File: config.mk
export PLATFORM = sky130hd
export DESIGN_NAME = fetch_ctrl
export DESIGN_NICKNAME = d
export VERILOG_FILES = /design/src/rtl/fetch_pkg.sv /design/src/rtl/fetch_pc_fifo.sv /design/src/rtl/fetch_ctrl.sv
export SDC_FILE = /design/constraint.sdc
export NUM_CORES = 1
export LEC_CHECK = 0
export CAP_MARGIN = 20
export CORE_ASPECT_RATIO = 0.8
export CORE_MARGIN = 5
export CORE_UTILIZATION = 46
export DETAILED_ROUTE_END_ITERATION = 7
export GPL_ROUTABILITY_DRIVEN = 0
export HOLD_SLACK_MARGIN = 0.03
export PLACE_DENSITY_LB_ADDON = 0.2
export SLEW_MARGIN = 30
export SYNTH_ARGS = -nofsm -noshare
export SYNTH_HDL_FRONTEND = slang
export SYNTH_HIERARCHICAL = 1
export SYNTH_SLANG_ARGS = --single-unit
File: constraint.sdc
create_clock -name clk -period 4.4 [get_ports clk]
set_input_delay 0.88 -clock clk [delete_from_list [all_inputs] [get_ports clk]]
set_output_delay 0.88 -clock clk [all_outputs]
set_load 0.05 [all_outputs]
File: src/rtl/fetch_pkg.sv
// Shared types and constants for the fetch stage.
package fetch_pkg;

    localparam int c_addr_bits = 32;
    localparam int c_inst_bits = 32;
    localparam int c_pc_incr   = 4;

    typedef logic [c_addr_bits-1:0] addr_t;
    typedef logic [c_inst_bits-1:0] inst_t;

    // Bits needed to hold an occupancy value in the range 0..depth.
    function automatic int cnt_bits(input int depth);
        return $clog2(depth + 1);
    endfunction

endpackage

File: src/rtl/fetch_pc_fifo.sv
// Small FIFO of issued PCs; the head pairs with the next imem response.
module fetch_pc_fifo
    import fetch_pkg::*;
#(
    parameter int p_width = 32,
    parameter int p_depth = 2,
    localparam int c_cnt_bits = cnt_bits(p_depth),
    localparam int c_ptr_bits = (p_depth > 1) ? $clog2(p_depth) : 1
) (
    input  logic                  clk,
    input  logic                  rst,
    input  logic                  push,
    input  logic [p_width-1:0]    push_data,
    input  logic                  pop,
    output logic [c_cnt_bits-1:0] count,
    output logic [p_width-1:0]    head
);

    logic [p_width-1:0]    mem [p_depth];
    logic [c_ptr_bits-1:0] wr_ptr_reg;
    logic [c_ptr_bits-1:0] rd_ptr_reg;
    logic [c_cnt_bits-1:0] count_reg;
    logic                  push_ok;
    logic                  pop_ok;

    // Wrap a pointer at the configured depth (depth need not fill the pointer range).
    function automatic logic [c_ptr_bits-1:0] ptr_inc(input logic [c_ptr_bits-1:0] ptr);
        return (ptr == c_ptr_bits'(p_depth - 1)) ? '0 : ptr + c_ptr_bits'(1);
    endfunction

    // Ignore pop on empty and push on full so occupancy can never go out of range.
    always_comb begin
        push_ok = push && (count_reg != c_cnt_bits'(p_depth));
        pop_ok  = pop && (count_reg != '0);
    end

    // Storage write; contents need no reset because occupancy gates every read.
    always_ff @(posedge clk) begin
        if (push_ok) begin
            mem[wr_ptr_reg] <= push_data;
        end
    end

    // Pointers and occupancy; simultaneous push and pop leaves the count unchanged.
    always_ff @(posedge clk) begin
        if (rst) begin
            wr_ptr_reg <= '0;
            rd_ptr_reg <= '0;
            count_reg  <= '0;
        end else begin
            if (push_ok) begin
                wr_ptr_reg <= ptr_inc(wr_ptr_reg);
            end
            if (pop_ok) begin
                rd_ptr_reg <= ptr_inc(rd_ptr_reg);
            end
            if (push_ok && !pop_ok) begin
                count_reg <= count_reg + c_cnt_bits'(1);
            end else if (pop_ok && !push_ok) begin
                count_reg <= count_reg - c_cnt_bits'(1);
            end
        end
    end

    assign count = count_reg;
    assign head  = mem[rd_ptr_reg];

endmodule

File: src/rtl/fetch_ctrl.sv
// Fetch-stage sequencer: issues sequential imem reads, pairs responses with
// their PCs, presents them to decode and handles squash redirects by
// discarding every response that was already in flight.
module fetch_ctrl
    import fetch_pkg::*;
#(
    parameter int                     p_addr_bits     = 32,
    parameter int                     p_inst_bits     = 32,
    parameter logic [p_addr_bits-1:0] p_rst_addr      = '0,
    parameter int                     p_max_in_flight = 2
) (
    input  logic                   clk,
    input  logic                   rst,
    output logic                   mem_req_val,
    input  logic                   mem_req_rdy,
    output logic [p_addr_bits-1:0] mem_req_addr,
    input  logic                   mem_resp_val,
    output logic                   mem_resp_rdy,
    input  logic [p_inst_bits-1:0] mem_resp_data,
    output logic                   d_val,
    input  logic                   d_rdy,
    output logic [p_addr_bits-1:0] d_pc,
    output logic [p_inst_bits-1:0] d_inst,
    input  logic                   d_squash,
    input  logic [p_addr_bits-1:0] d_branch_target
);

    localparam int c_cnt_bits = cnt_bits(p_max_in_flight);

    logic [p_addr_bits-1:0] fetch_pc_reg;
    logic [p_addr_bits-1:0] fetch_pc_next;
    logic [c_cnt_bits-1:0]  drop_cnt_reg;
    logic [c_cnt_bits-1:0]  drop_cnt_next;
    logic [c_cnt_bits-1:0]  count;
    logic [p_addr_bits-1:0] head;
    logic                   fifo_empty;
    logic                   dropping;
    logic                   req_fire;
    logic                   pop;

    fetch_pc_fifo #(
        .p_width (p_addr_bits),
        .p_depth (p_max_in_flight)
    ) u_pc_fifo (
        .clk       (clk),
        .rst       (rst),
        .push      (req_fire),
        .push_data (fetch_pc_reg),
        .pop       (pop),
        .count     (count),
        .head      (head)
    );

    // Request/response handshakes and next-state for fetch PC and stale-response count.
    always_comb begin
        fifo_empty    = (count == '0);
        dropping      = (drop_cnt_reg != '0);
        mem_req_val   = !rst && !d_squash && (count < c_cnt_bits'(p_max_in_flight));
        mem_req_addr  = fetch_pc_reg;
        req_fire      = mem_req_val && mem_req_rdy;
        mem_resp_rdy  = 1'b0;
        d_val         = 1'b0;
        d_pc          = head;
        d_inst        = mem_resp_data;
        if (!rst) begin
            if (dropping) begin
                // Stale responses are swallowed without involving decode.
                mem_resp_rdy = 1'b1;
            end else begin
                mem_resp_rdy = d_rdy || d_squash;
                d_val        = mem_resp_val && !d_squash && !fifo_empty;
            end
        end
        pop           = mem_resp_val && mem_resp_rdy && !fifo_empty;
        fetch_pc_next = fetch_pc_reg;
        drop_cnt_next = drop_cnt_reg;
        if (d_squash) begin
            // Everything still outstanding after this cycle's pop is stale.
            fetch_pc_next = d_branch_target;
            drop_cnt_next = count - c_cnt_bits'(pop);
        end else begin
            if (req_fire) begin
                fetch_pc_next = fetch_pc_reg + p_addr_bits'(c_pc_incr);
            end
            if (dropping && pop) begin
                drop_cnt_next = drop_cnt_reg - c_cnt_bits'(1);
            end
        end
    end

    // Fetch PC and stale-response counter registers.
    always_ff @(posedge clk) begin
        if (rst) begin
            fetch_pc_reg <= p_rst_addr;
            drop_cnt_reg <= '0;
        end else begin
            fetch_pc_reg <= fetch_pc_next;
            drop_cnt_reg <= drop_cnt_next;
        end
    end

    // A response with nothing outstanding is an imem protocol error.
    a_no_spurious_resp: assert property (@(posedge clk) disable iff (rst)
        !(mem_resp_val && fifo_empty));

    // The stale count can never exceed the number of outstanding requests.
    a_drop_bounded: assert property (@(posedge clk) disable iff (rst)
        drop_cnt_reg <= count);

endmodule
# == Yosys cells after proc, flatten, opt, wreduce, memory -nomap -nowiden ==
# Memory sizes are Yosys's and may differ from the RTL's. A register that Yosys moved wholly into a read port is not among the register bits.
# Cells that the tools add are included.
# word_totals
ram_bits,64
memories,1
ff_bits,38
output_inout_bits,99
input_bits,70
word_cells,55
# mem_list
name,depth,word_bits,read_ports,rd_clocked_by_memory_dff,wr,line_no,rtl
u_pc_fifo.mem,2,32,1,1,1,fetch_pc_fifo.sv:19,logic [p_width-1:0] mem [p_depth];
# classes
n_mux,16
addsub,7
reduce_logical,24
order_cmp,1
eq_ne,1
# ops
cell,n
32-bit 2-to-1 mux,2
"32-bit by 3-bit adder with 32-bit output, second input constant",1
1-bit logical AND,12
1-bit 2-to-1 mux,10
2-bit nonzero test,5
2-bit 2-to-1 mux,4
1-bit zero test,5
"2-bit by 1-bit subtractor with 2-bit output, second input constant",2
"1-bit adder, second input constant",2
"2-bit by 1-bit adder with 2-bit output, second input constant",1
2-bit zero test,1
"2-bit < comparator, second input constant",1
"2-bit != test, second input constant",1
2-bit by 1-bit subtractor with 2-bit output,1
1-bit logical OR,1

# == Depth between registers and ports, before layout ==
# Gate-level depths: netlist (run 1).
# logic_depth
word_depth,9
ltp_mapped,11
depth_no_buf,8

# == Hierarchy ==
# The synthesis (run 1) kept the hierarchy.
# by_module_without_submodules
mod,n_inst,cells_each,area_per_inst_um2,seq_area_each_um2
fetch_pc_fifo,1,125,2523.7,2021.9
fetch_ctrl,1,311,2411.1,680.7

# == Worst setup path before layout (run 1) ==
# OpenSTA, ideal clock, no wires.
# synth_path
kind,input to output
from,in d_squash
to,out d_val
n_path_buf,3
setup_slack_ns,0.434
required_time_ns,3.520
cell_stages,4
arrival_ns,3.086
path_cell_list,buf_6 -> clkbuf_1 -> clkbuf_1 -> nor4b_1
# synth_via
elab_chain_cells,5
# synth_lines
item,line_no,rtl
start: declaration,fetch_ctrl.sv:24,"input logic d_squash,"
1-bit zero test,fetch_ctrl.sv:71,d_val = mem_resp_val && !d_squash && !fifo_empty;
1-bit logical AND (2 in a row),fetch_ctrl.sv:71,
1-bit 2-to-1 mux,fetch_ctrl.sv:66,if (dropping) begin
1-bit 2-to-1 mux,fetch_ctrl.sv:65,if (!rst) begin
end: declaration,fetch_ctrl.sv:20,"output logic d_val,"
# No other way between the ends.

==> impl_summary.txt, run 1 <==
----------------------------------------------------
[Power]
  Power density relative to cell area ... 356 nW/um2
  Internal power summed over all cells ... 1590 uW
  Portion of total power attributed to sequential cells ... 0.507
  IR Drop Worst-Case VDD ... 0.163 mV
  P_sw ... 613 uW
  Power share of the clock group ... 0.342
  Static power due to leakage ... 0.00201 uW
  Combinational share of power ... 0.151
  Sw frac ... 0.279

[Global routing]
  Via count of the first global-routing pass ... 3697
  Met3 Track Usage GR ... 0.0461
  Global router's overall resource usage ... 0.189
  Global-route wire length before repair ... 19600 um
  Overflow left after global routing ... 0
  Met2 routing resource usage after global routing ... 0.304
  Pin count of the biggest net entering global routing ... 46
  GR Util met1 ... 0.256
  Most crowded layer after global routing ... met2
  Antenna violations before repair ... 0

[STA]
  Min Clock Period, post-route ... 3.43 ns
  Maximum clock skew at final layout ... 0.00924 ns
  Unrepaired setup endpoints after global routing ... no
  Actual slew at the worst max-slew pin ... 0.828 ns
  Worst slew margin relative to its limit ... 0.447
  Hold Violations, Final ... 0
  Final number of max-transition violations ... 0
  # setup viols final ... 0
  Setup tns final ... 0 ns
  Achievable Freq ... 292 MHz
  Share of the clock period used by the worst path after layout ... 0.779

[Setup path]
  Maximum fanout count along the critical path ... 18
  Arr. time, crit path ... 2.55 ns
  Critical path launch point type ... flop
  Worst Setup End Kind ... primary output
  Critical path class ... flop to primary output
  Required time at the endpoint of the critical path ... 3.52 ns

[Status]
  Outcome ... completed

[Logic synthesis]
  Compound-cell area share of the yosys netlist ... 0.0991
  Simple-Gate Fraction of Synth Area ... 0.157
  Gate count of the mapped netlist ... 436
  Mux share of post-synthesis cell area ... 0.0771
  Ys async rst share ... 0
  Netlist area before placement ... 4930 um2
  Number of enable flip-flop cells after synthesis ... 64
  Synthesized-area fraction occupied by xor and xnor cells ... 0.0266
  Unique masters post-synth ... 53
  YS warnings ... 6
  Sequential cell area fraction in the yosys report ... 0.548
  Adder-cell share of the synthesized area ... 0.0101
  Dominant combinational cell family by area after synthesis ... simple AND/OR/NAND/NOR gates
  Post-synthesis net count ... 510
  Mean instance size in the synthesized netlist ... 11.3 um2
  #FFs+latches synth ... 103
  Primary flip-flop cell chosen by synthesis mapping ... sky130_fd_sc_hd__edfxtp_1

[Hold path]
  Worst min-delay path class ... flop to flop

[Placed design]
  Cell Count Post-Placement ... 633
  Number of port buffers ... 104
  Placed wire-length estimate after detailed placement ... 8470 um

[Routing]
  Vias after detailed routing ... 3740
  First-pass DRT Iterations ... 5
  Via/cell ratio ... 5.76
  Total wire length ... 12000 um
  Iteration-0 DRC count of the detailed router ... 380
  Average routed wire per standard cell ... 18.4 um
  Total DRC errors in the routed layout ... 0
  Number of nets with antenna violations after routing ... 0

[Finish]
  Register ranked first by flip-flop count ... u_pc_fifo/mem
  Proportion of layout cells with a drive suffix above 1 ... 0.124
  Commonest non-fill, non-tap cell in the layout ... sky130_fd_sc_hd__clkdlybuf4s50_1
  Layout-stage area growth over the synthesis result ... 25.3%
  Fillers ... 837
  Commonest cells after routing, fill and taps aside ... 101 x sky130_fd_sc_hd__clkdlybuf4s50_1, 64 x sky130_fd_sc_hd__edfxtp_1, 39 x sky130_fd_sc_hd__dfxtp_1, 30 x sky130_fd_sc_hd__mux2_2, 26 x sky130_fd_sc_hd__nand2_1
  Number of flip-flops in the largest register ... 64
  Number of antenna repair diodes ... 0
  Final Non-Filler Cells ... 649
  Post-layout nets ... 578

[Die]
  Number of top-level pins ... 169
  Die outline height ... 103 um
  Area of the die ... 12900 um2
  Die span in x ... 126 um
  Starting utilization of the core area ... 0.476
  Count of standard-cell rows ... 33
  Core Area ... 10400 um2

[Flow run]
  Count of maximum capacitance violations ... 0

[Clock network]
  CTS tree ... built
  Max clock buf depth ... 2
  Insertion delay to the later sink of the worst-skew pair ... 0.34 ns
  CTS Root Cell ... sky130_fd_sc_hd__clkbuf_16
  Clock-pin slew of the registers on the worst-case setup and hold paths ... 0.07 ns
  Post-CTS setup buffer count ... 0
  # resized after CTS ... 0
  Clock sink count ... 103
  H-Tree Level Count ... 3
  TritonCTS buffer count ... 9
  Hold-fix buffer count after cts ... 0

----------------------------------------------------
[worst paths after layout]
kind,start,to,slack (ns),depth (start not counted)
max,flop,d_pc[31],0.97,3
min reg2reg,u_pc_fifo/rd_ptr_reg,flop,0.52,2
min,u_pc_fifo/rd_ptr_reg,flop,0.52,2
max reg2reg,u_pc_fifo/count[1],u_pc_fifo/mem[1][31],1.89,5
[critical path, stage by stage (launching register included)]
cell	delay (ns)
sky130_fd_sc_hd__dfxtp_1	0.86
sky130_fd_sc_hd__buf_12	0.25
sky130_fd_sc_hd__mux2_1	0.38
sky130_fd_sc_hd__clkdlybuf4s50_1	0.72
[cells in the mapped netlist (7+ instances only)]
cell type	count	area, um2
sky130_fd_sc_hd__dfxtp_1	39	781
sky130_fd_sc_hd__nand2_1	26	97.6
sky130_fd_sc_hd__mux2_2	30	338
sky130_fd_sc_hd__nor3_1	13	65.1
sky130_fd_sc_hd__or3_1	10	62.6
sky130_fd_sc_hd__buf_4	35	263
sky130_fd_sc_hd__a311oi_1	8	70.1
sky130_fd_sc_hd__nor2_1	25	93.8
sky130_fd_sc_hd__nand4_1	9	56.3
sky130_fd_sc_hd__o21ai_0	7	35.0
sky130_fd_sc_hd__nand3_1	14	70.1
sky130_fd_sc_hd__edfxtp_1	64	1920
sky130_fd_sc_hd__xnor2_1	11	96.3
sky130_fd_sc_hd__a211oi_1	12	90.1
sky130_fd_sc_hd__a31oi_1	9	56.3
sky130_fd_sc_hd__inv_1	14	52.6
sky130_fd_sc_hd__nor4_1	13	81.3
sky130_fd_sc_hd__a21oi_1	8	40.0
sky130_fd_sc_hd__clkbuf_1	14	52.6
[per-stage QoR]
step | utilization | setup WS [ns] | hold slack (ns) | total power (uW) | cell area (um2)
floorplan | - | 0.434 | 0.472 | 1410 | 4930
global placement | 0.569 | 0.898 | 0.493 | 1460 | 5900
detailed placement | 0.569 | 0.819 | 0.500 | 1470 | 5900
CTS | 0.596 | 0.939 | 0.515 | 2220 | 6180
global route | 0.596 | 0.887 | 0.533 | 2290 | 6180
finish | 0.596 | 0.973 | 0.517 | 2200 | 6180
[layer usage]
metal / part of all wire / wire length, um
met5: 0 / 0
met4: 0.022 / 261
met3: 0.072 / 865
met2: 0.46 / 5510
met1: 0.44 / 5310
[layout make-up]
type / count / area [um2] / share of cell area
tap: 140 / 175 / 0.0283
timing repair buffer: 112 / 1130 / 0.183
clock inverter: 6 / 52.6 / 0.00850
multi-input combinational: 263 / 1830 / 0.297
inverter: 15 / 57.6 / 0.00931
clock buffer: 10 / 229 / 0.0370
sequential: 103 / 2700 / 0.437
[logic make-up (layout without fill, tap and decap cells)]
logic type      after synthesis  count (layout)
simple gates                142             142
flops                       103             103
buf+inv                      70             143
compound gates               68              68
mux                          34              34
xor+xnor                     15              15
fa+ha+maj                     4               4
[power groups by stage]
stage               Clock (uW)  Sequential [uW]  Combinational (uW)
finish                     752             1110                 331
global route               814             1120                 351
CTS                        767             1110                 333
detailed placement           0             1140                 332
global placement             0             1140                 329
floorplan                    0             1190                 219
No activity file was read; power rests on OpenSTA's default activity.
==> inputs of run 2 (changes only) <==
Clock period 4.4 ns to 3.5 ns, I/O delays scaled along.
==> run 2 against run 1 <==
Compared with the run above:
- register-to-register slack got worse by 0.87 ns
- clock-buffer cell count fell by 1
- via count rose by 0.53%
- sequential share of layout area rose by 0.22 points
- wire length did not move
- critical path type unchanged
- global-route usage fell by 0.46 points
- setup slack got worse by 0.21 ns
- clock skew rose by 0.0011 ns
- flip-flop and latch count did not move
==> impl_summary.txt, run 2 (synthesis gave the netlist of run 1 again) <==
----------------------------------------------------
[Status]
  Outcome ... completed

[STA]
  Min Clock Period, post-route ... 2.73 ns
  Final number of max-transition violations ... 0
  # setup viols final ... 0
  Unrepaired setup endpoints after global routing ... no
  Maximum clock skew at final layout ... 0.0104 ns
  Actual slew at the worst max-slew pin ... 0.777 ns
  Worst hold slack ... 0.509 ns
  Worst slew margin relative to its limit ... 0.477
  Setup tns final ... 0 ns
  Hold Violations, Final ... 0
  Share of the clock period used by the worst path after layout ... 0.781
  Achievable Freq ... 366 MHz

[Die]
  Core Area ... 10400 um2
  Starting utilization of the core area ... 0.476
  Die span in x ... 126 um
  Die outline height ... 103 um
  Number of top-level pins ... 169
  Area of the die ... 12900 um2
  Count of standard-cell rows ... 33

[Power]
  P_sw ... 769 uW
  IR Drop Worst-Case VDD ... 0.210 mV
  Power share of the clock group ... 0.340
  Combinational share of power ... 0.153
  Power density relative to cell area ... 449 nW/um2
  Portion of total power attributed to sequential cells ... 0.507
  Internal power summed over all cells ... 1990 uW
  Static power due to leakage ... 0.00206 uW
  Total power ... 2760 uW
  Sw frac ... 0.279

[Finish]
  Commonest non-fill, non-tap cell in the layout ... sky130_fd_sc_hd__clkdlybuf4s50_1
  Number of antenna repair diodes ... 0
  Post-layout nets ... 582
  Commonest cells after routing, fill and taps aside ... 73 x sky130_fd_sc_hd__clkdlybuf4s50_1, 64 x sky130_fd_sc_hd__edfxtp_1, 40 x sky130_fd_sc_hd__buf_4, 39 x sky130_fd_sc_hd__dfxtp_1, 30 x sky130_fd_sc_hd__mux2_2
  Register ranked first by flip-flop count ... u_pc_fifo/mem
  Layout-stage area growth over the synthesis result ... 24.6%
  Number of flip-flops in the largest register ... 64
  Final Non-Filler Cells ... 653
  Proportion of layout cells with a drive suffix above 1 ... 0.185

[Hold path]
  Start point of the worst min-delay path ... mem_req_addr[1]
  Cell depth of the worst hold path ... 0
  Worst min-delay path class ... flop to flop
  Hold worst-path end ... u_pc_fifo/mem[0][1]

[Clock network]
  # resized after CTS ... 0
  Post-CTS setup buffer count ... 0
  H-Tree Level Count ... 3
  Insertion delay to the later sink of the worst-skew pair ... 0.34 ns
  CTS Root Cell ... sky130_fd_sc_hd__clkbuf_16
  Clock sink count ... 103
  Max clock buf depth ... 2
  CTS tree ... built
  TritonCTS buffer count ... 9
  Hold-fix buffer count after cts ... 0
  Clock-pin slew of the registers on the worst-case setup and hold paths ... 0.07 ns

[Global routing]
  Antenna violations before repair ... 0
  Global router's overall resource usage ... 0.185
  Pin count of the biggest net entering global routing ... 46
  Via count of the first global-routing pass ... 3685
  Global-route wire length before repair ... 19200 um
  Overflow left after global routing ... 0

[Routing]
  Iteration-0 DRC count of the detailed router ... 308
  Average routed wire per standard cell ... 18.3 um
  Via/cell ratio ... 5.76
  Total wire length ... 12000 um
  Total DRC errors in the routed layout ... 0
  First-pass DRT Iterations ... 6
  Number of nets with antenna violations after routing ... 0
  Vias after detailed routing ... 3760

[Placed design]
  Placed wire-length estimate after detailed placement ... 8430 um
  Number of port buffers ... 104
  Cell Count Post-Placement ... 637

[Flow run]
  Count of maximum capacitance violations ... 0

[Setup path]
  Highest cell delay on the worst timing path ... 0.71 ns
  Critical path launch point type ... flop
  Arr. time, crit path ... 2.03 ns
  R2R Path Start ... mem_req_addr[5]
  Number of cells traversed by the worst register-to-register path ... 4
  Worst Setup End Kind ... primary output
  Worst setup slack for register-to-register paths ... 1.02 ns
  Slowest cell on the critical path ... sky130_fd_sc_hd__clkdlybuf4s50_1
  Maximum fanout count along the critical path ... 19
  Critical path class ... flop to primary output
  Required time at the endpoint of the critical path ... 2.80 ns
  Critical R2R Capture ... mem_req_addr[29]
  Cell-by-cell listing of the critical path ... buf_4 > mux2_1 > clkdlybuf4s50_1

----------------------------------------------------
run 2: cell count changes in the layout (fill, tap and decap cells not counted), moves of 2 or more:
cell	delta
sky130_fd_sc_hd__buf_4	+32
sky130_fd_sc_hd__clkdlybuf4s50_1	-28
sky130_fd_sc_hd__clkinv_1	+2
sky130_fd_sc_hd__clkinv_4	+2
sky130_fd_sc_hd__clkinvlp_4	-2
run 2: layout make-up:
cell class              count  area (um2)
fillers                   868        4210
flip-flops and latches    103        2700
multi-input cells         263        1840
repair buffers            116        1090
clock buffers               9         225
well taps                 140         175
clock inverters             7        58.8
inverters                  15        57.6
run 2: how the worst max path moves through the flow:
stage,endpoint,slack [ns],cells past startpoint
finish,d_pc[19],0.77,3
global route,d_val,0.68,4
CTS,d_pc[19],0.76,3
detailed placement,u_pc_fifo/count[1],0.52,8
global placement,u_pc_fifo/count[1],0.59,8
floorplan,u_pc_fifo/mem[1][0],0.45,7
run 2: through the flow:
step | utilization | area, um2 | setup WS (ns)
2_1_floorplan | - | 4940 | 0.446
4_1_cts | 0.593 | 6150 | 0.763
3_5_place_dp | 0.566 | 5870 | 0.517
5_1_grt | 0.593 | 6150 | 0.675
6_report | 0.593 | 6150 | 0.767
3_3_place_gp | 0.566 | 5870 | 0.594
run 2: layer usage:
| layer | wire (um) | vias to the layer above | GRT usage |
|---|---|---|---|
| li1 | - | 1768 | - |
| met1 | 5360 | 1781 | 0.244 |
| met2 | 5450 | 176 | 0.303 |
| met3 | 914 | 35 | 0.0497 |
| met4 | 227 | 0 | 0.0569 |
| met5 | 0 | - | 0 |
run 2: worst max-delay path: cells and delay by family (launching register included):
family	cells	cell delay (ns)
DFF	1	0.33
buffers and inverters	2	0.99
muxes	1	0.37
run 2: power by group through the flow:
stage / clock network [uW] / logic, uW / registers [uW]
detailed placement: 0 / 422 / 1430
global route: 1000 / 446 / 1410
CTS: 950 / 424 / 1400
global placement: 0 / 417 / 1420
finish: 939 / 421 / 1400
floorplan: 0 / 277 / 1490
==> inputs of run 3 (changes only) <==
Clock period 3.5 ns to 2.7 ns, I/O delays scaled along.
==> run 3 against run 2 <==
Compared with the run above:
- clock-buffer cell count is the same
- critical path type is now input pin to primary output
- via count rose by 0.48%
- largest power group unchanged
- global-route usage grew 0.69 points
==> impl_summary.txt, run 3 (synthesis gave the netlist of run 1 again) <==
----------------------------------------------------
[Status]
  Outcome ... completed

[Flow run]
  Count of maximum capacitance violations ... 0

[Die]
  Die outline height ... 103 um
  Starting utilization of the core area ... 0.476
  Core Area ... 10400 um2
  Die span in x ... 126 um
  Count of standard-cell rows ... 33
  Area of the die ... 12900 um2
  Number of top-level pins ... 169

[Finish]
  Number of flip-flops in the largest register ... 64
  Design area ... 6640 um2
  Final core occ ... 0.641
  Fillers ... 804
  Post-layout nets ... 591
  Proportion of layout cells with a drive suffix above 1 ... 0.213
  Commonest non-fill, non-tap cell in the layout ... sky130_fd_sc_hd__clkdlybuf4s50_1
  Layout-stage area growth over the synthesis result ... 34.6%
  Register ranked first by flip-flop count ... u_pc_fifo/mem
  Number of antenna repair diodes ... 0
  Commonest cells after routing, fill and taps aside ... 69 x sky130_fd_sc_hd__clkdlybuf4s50_1, 64 x sky130_fd_sc_hd__edfxtp_1, 39 x sky130_fd_sc_hd__dfxtp_1, 35 x sky130_fd_sc_hd__buf_12, 30 x sky130_fd_sc_hd__mux2_2

[Placed design]
  Number of port buffers ... 104
  Placed wire-length estimate after detailed placement ... 8810 um
  Placed inst area ... 6330 um2
  Post-placement worst setup slack ... -0.0158 ns

[STA]
  Share of the clock period used by the worst path after layout ... 0.919
  Min Clock Period, post-route ... 2.48 ns
  # setup viols final ... 0
  Hold Violations, Final ... 0
  Final setup margin ... 0.217 ns
  Actual slew at the worst max-slew pin ... 0.715 ns
  Final number of max-transition violations ... 0
  Worst slew margin relative to its limit ... 0.520
  Achievable Freq ... 403 MHz
  Unrepaired setup endpoints after global routing ... no
  Maximum clock skew at final layout ... 0.00830 ns

[Clock network]
  CTS Root Cell ... sky130_fd_sc_hd__clkbuf_16
  Post-CTS setup buffer count ... 0
  Insertion delay to the later sink of the worst-skew pair ... 0.35 ns
  # resized after CTS ... 0
  H-Tree Level Count ... 3
  Hold-fix buffer count after cts ... 0
  Max clock buf depth ... 2
  Clock-pin slew of the registers on the worst-case setup and hold paths ... 0.07 ns
  Clock sink count ... 103
  TritonCTS buffer count ... 9
  CTS tree ... built

[Routing]
  Iteration-0 DRC count of the detailed router ... 340
  First-pass DRT Iterations ... 5
  Via/cell ratio ... 5.71
  Total DRC errors in the routed layout ... 0
  Vias after detailed routing ... 3778
  Number of nets with antenna violations after routing ... 0
  Total wire length ... 12400 um
  Average routed wire per standard cell ... 18.7 um

[Setup path]
  Worst setup slack for register-to-register paths ... 0.44 ns
  Maximum fanout count along the critical path ... 5
  Required time at the endpoint of the critical path ... 2.16 ns
  Cell-by-cell listing of the critical path ... clkdlybuf4s50_1 > o21ai_0 > buf_4 > nor4b_2 > buf_12
  Worst Setup End Kind ... primary output
  Critical path launch point type ... input pin
  Buf/Inv on CP ... 3
  R2R Path Start ... mem_req_addr[16]
  Critical R2R Capture ... mem_req_addr[26]
  Number of cells traversed by the worst register-to-register path ... 4
  Delay-heaviest family, CP ... buffers and inverters
  Slowest cell on the critical path ... sky130_fd_sc_hd__clkdlybuf4s50_1
  Highest cell delay on the worst timing path ... 0.46 ns
  Arr. time, crit path ... 1.94 ns
  Critical path class ... input pin to primary output
  Critical path launch point ... mem_resp_val

[Power]
  P_sw ... 1050 uW
  Internal power summed over all cells ... 2740 uW
  Sw frac ... 0.277
  Total power ... 3790 uW
  Static power due to leakage ... 0.00227 uW
  Power density relative to cell area ... 570 nW/um2
  Portion of total power attributed to sequential cells ... 0.480
  Combinational share of power ... 0.161
  Power share of the clock group ... 0.360
  IR Drop Worst-Case VDD ... 0.360 mV

[Hold path]
  Worst min-delay path class ... flop to flop
  Cell depth of the worst hold path ... 0
  Start point of the worst min-delay path ... mem_req_addr[0]
  Hold worst-path end ... u_pc_fifo/mem[1][0]

[Global routing]
  Overflow left after global routing ... 0
  Global-route wire length before repair ... 19900 um
  Antenna violations before repair ... 0
  Via count of the first global-routing pass ... 3773
  Global router's overall resource usage ... 0.192
  Pin count of the biggest net entering global routing ... 37

----------------------------------------------------
-- run 3: metal layers --
metal,global-route usage,part of all wire,routed length (um)
met5,0,0,0
met4,0.0585,0.021,257
met3,0.0451,0.076,936
met2,0.310,0.46,5750
met1,0.260,0.44,5420
-- run 3: power groups by stage --
stage / registers [uW] / clock network (uW) / logic [uW]
after floorplan: 1940 / 0 / 360
after global placement: 1850 / 0 / 604
after detailed placement: 1850 / 0 / 610
after CTS: 1820 / 1370 / 612
after global routing: 1830 / 1450 / 642
final: 1820 / 1360 / 608
-- run 3: worst register-to-register path: stages, from the launching register on --
cell                        delay (ns)
sky130_fd_sc_hd__dfxtp_1          0.53
sky130_fd_sc_hd__nand4_2          0.30
sky130_fd_sc_hd__nor3_1           0.66
sky130_fd_sc_hd__a311oi_1         0.18
sky130_fd_sc_hd__a2111oi_0        0.45
-- run 3: cell type report --
cell class | count | area [um2] | area share
clock buffer | 9 | 225 | 0.0339
clock inverter | 7 | 90.1 | 0.0136
inverter | 15 | 57.6 | 0.00866
multi-input combinational | 263 | 1840 | 0.278
sequential | 103 | 2700 | 0.407
tap | 140 | 175 | 0.0264
timing repair buffer | 125 | 1550 | 0.233
-- run 3: worst max-delay path by stage --
stage	endpoint	slack, ns	cells past startpoint
6_report	d_val	0.22	5
5_1_grt	d_val	0.12	4
4_1_cts	d_val	0.20	5
3_5_place_dp	u_pc_fifo/count[1]	-0.02	8
3_3_place_gp	u_pc_fifo/count[1]	0.07	8
2_1_floorplan	u_pc_fifo/mem[0][0]	0.007	7
-- run 3: stage by stage --
stage / cells / hold WS, ns / setup TNS [ns]
finish: 662 / 0.497 / 0
detailed placement: 646 / 0.474 / -0.0158
CTS: 662 / 0.494 / 0
floorplan: 436 / 0.472 / 0
global route: 662 / 0.516 / 0
global placement: 646 / 0.500 / 0
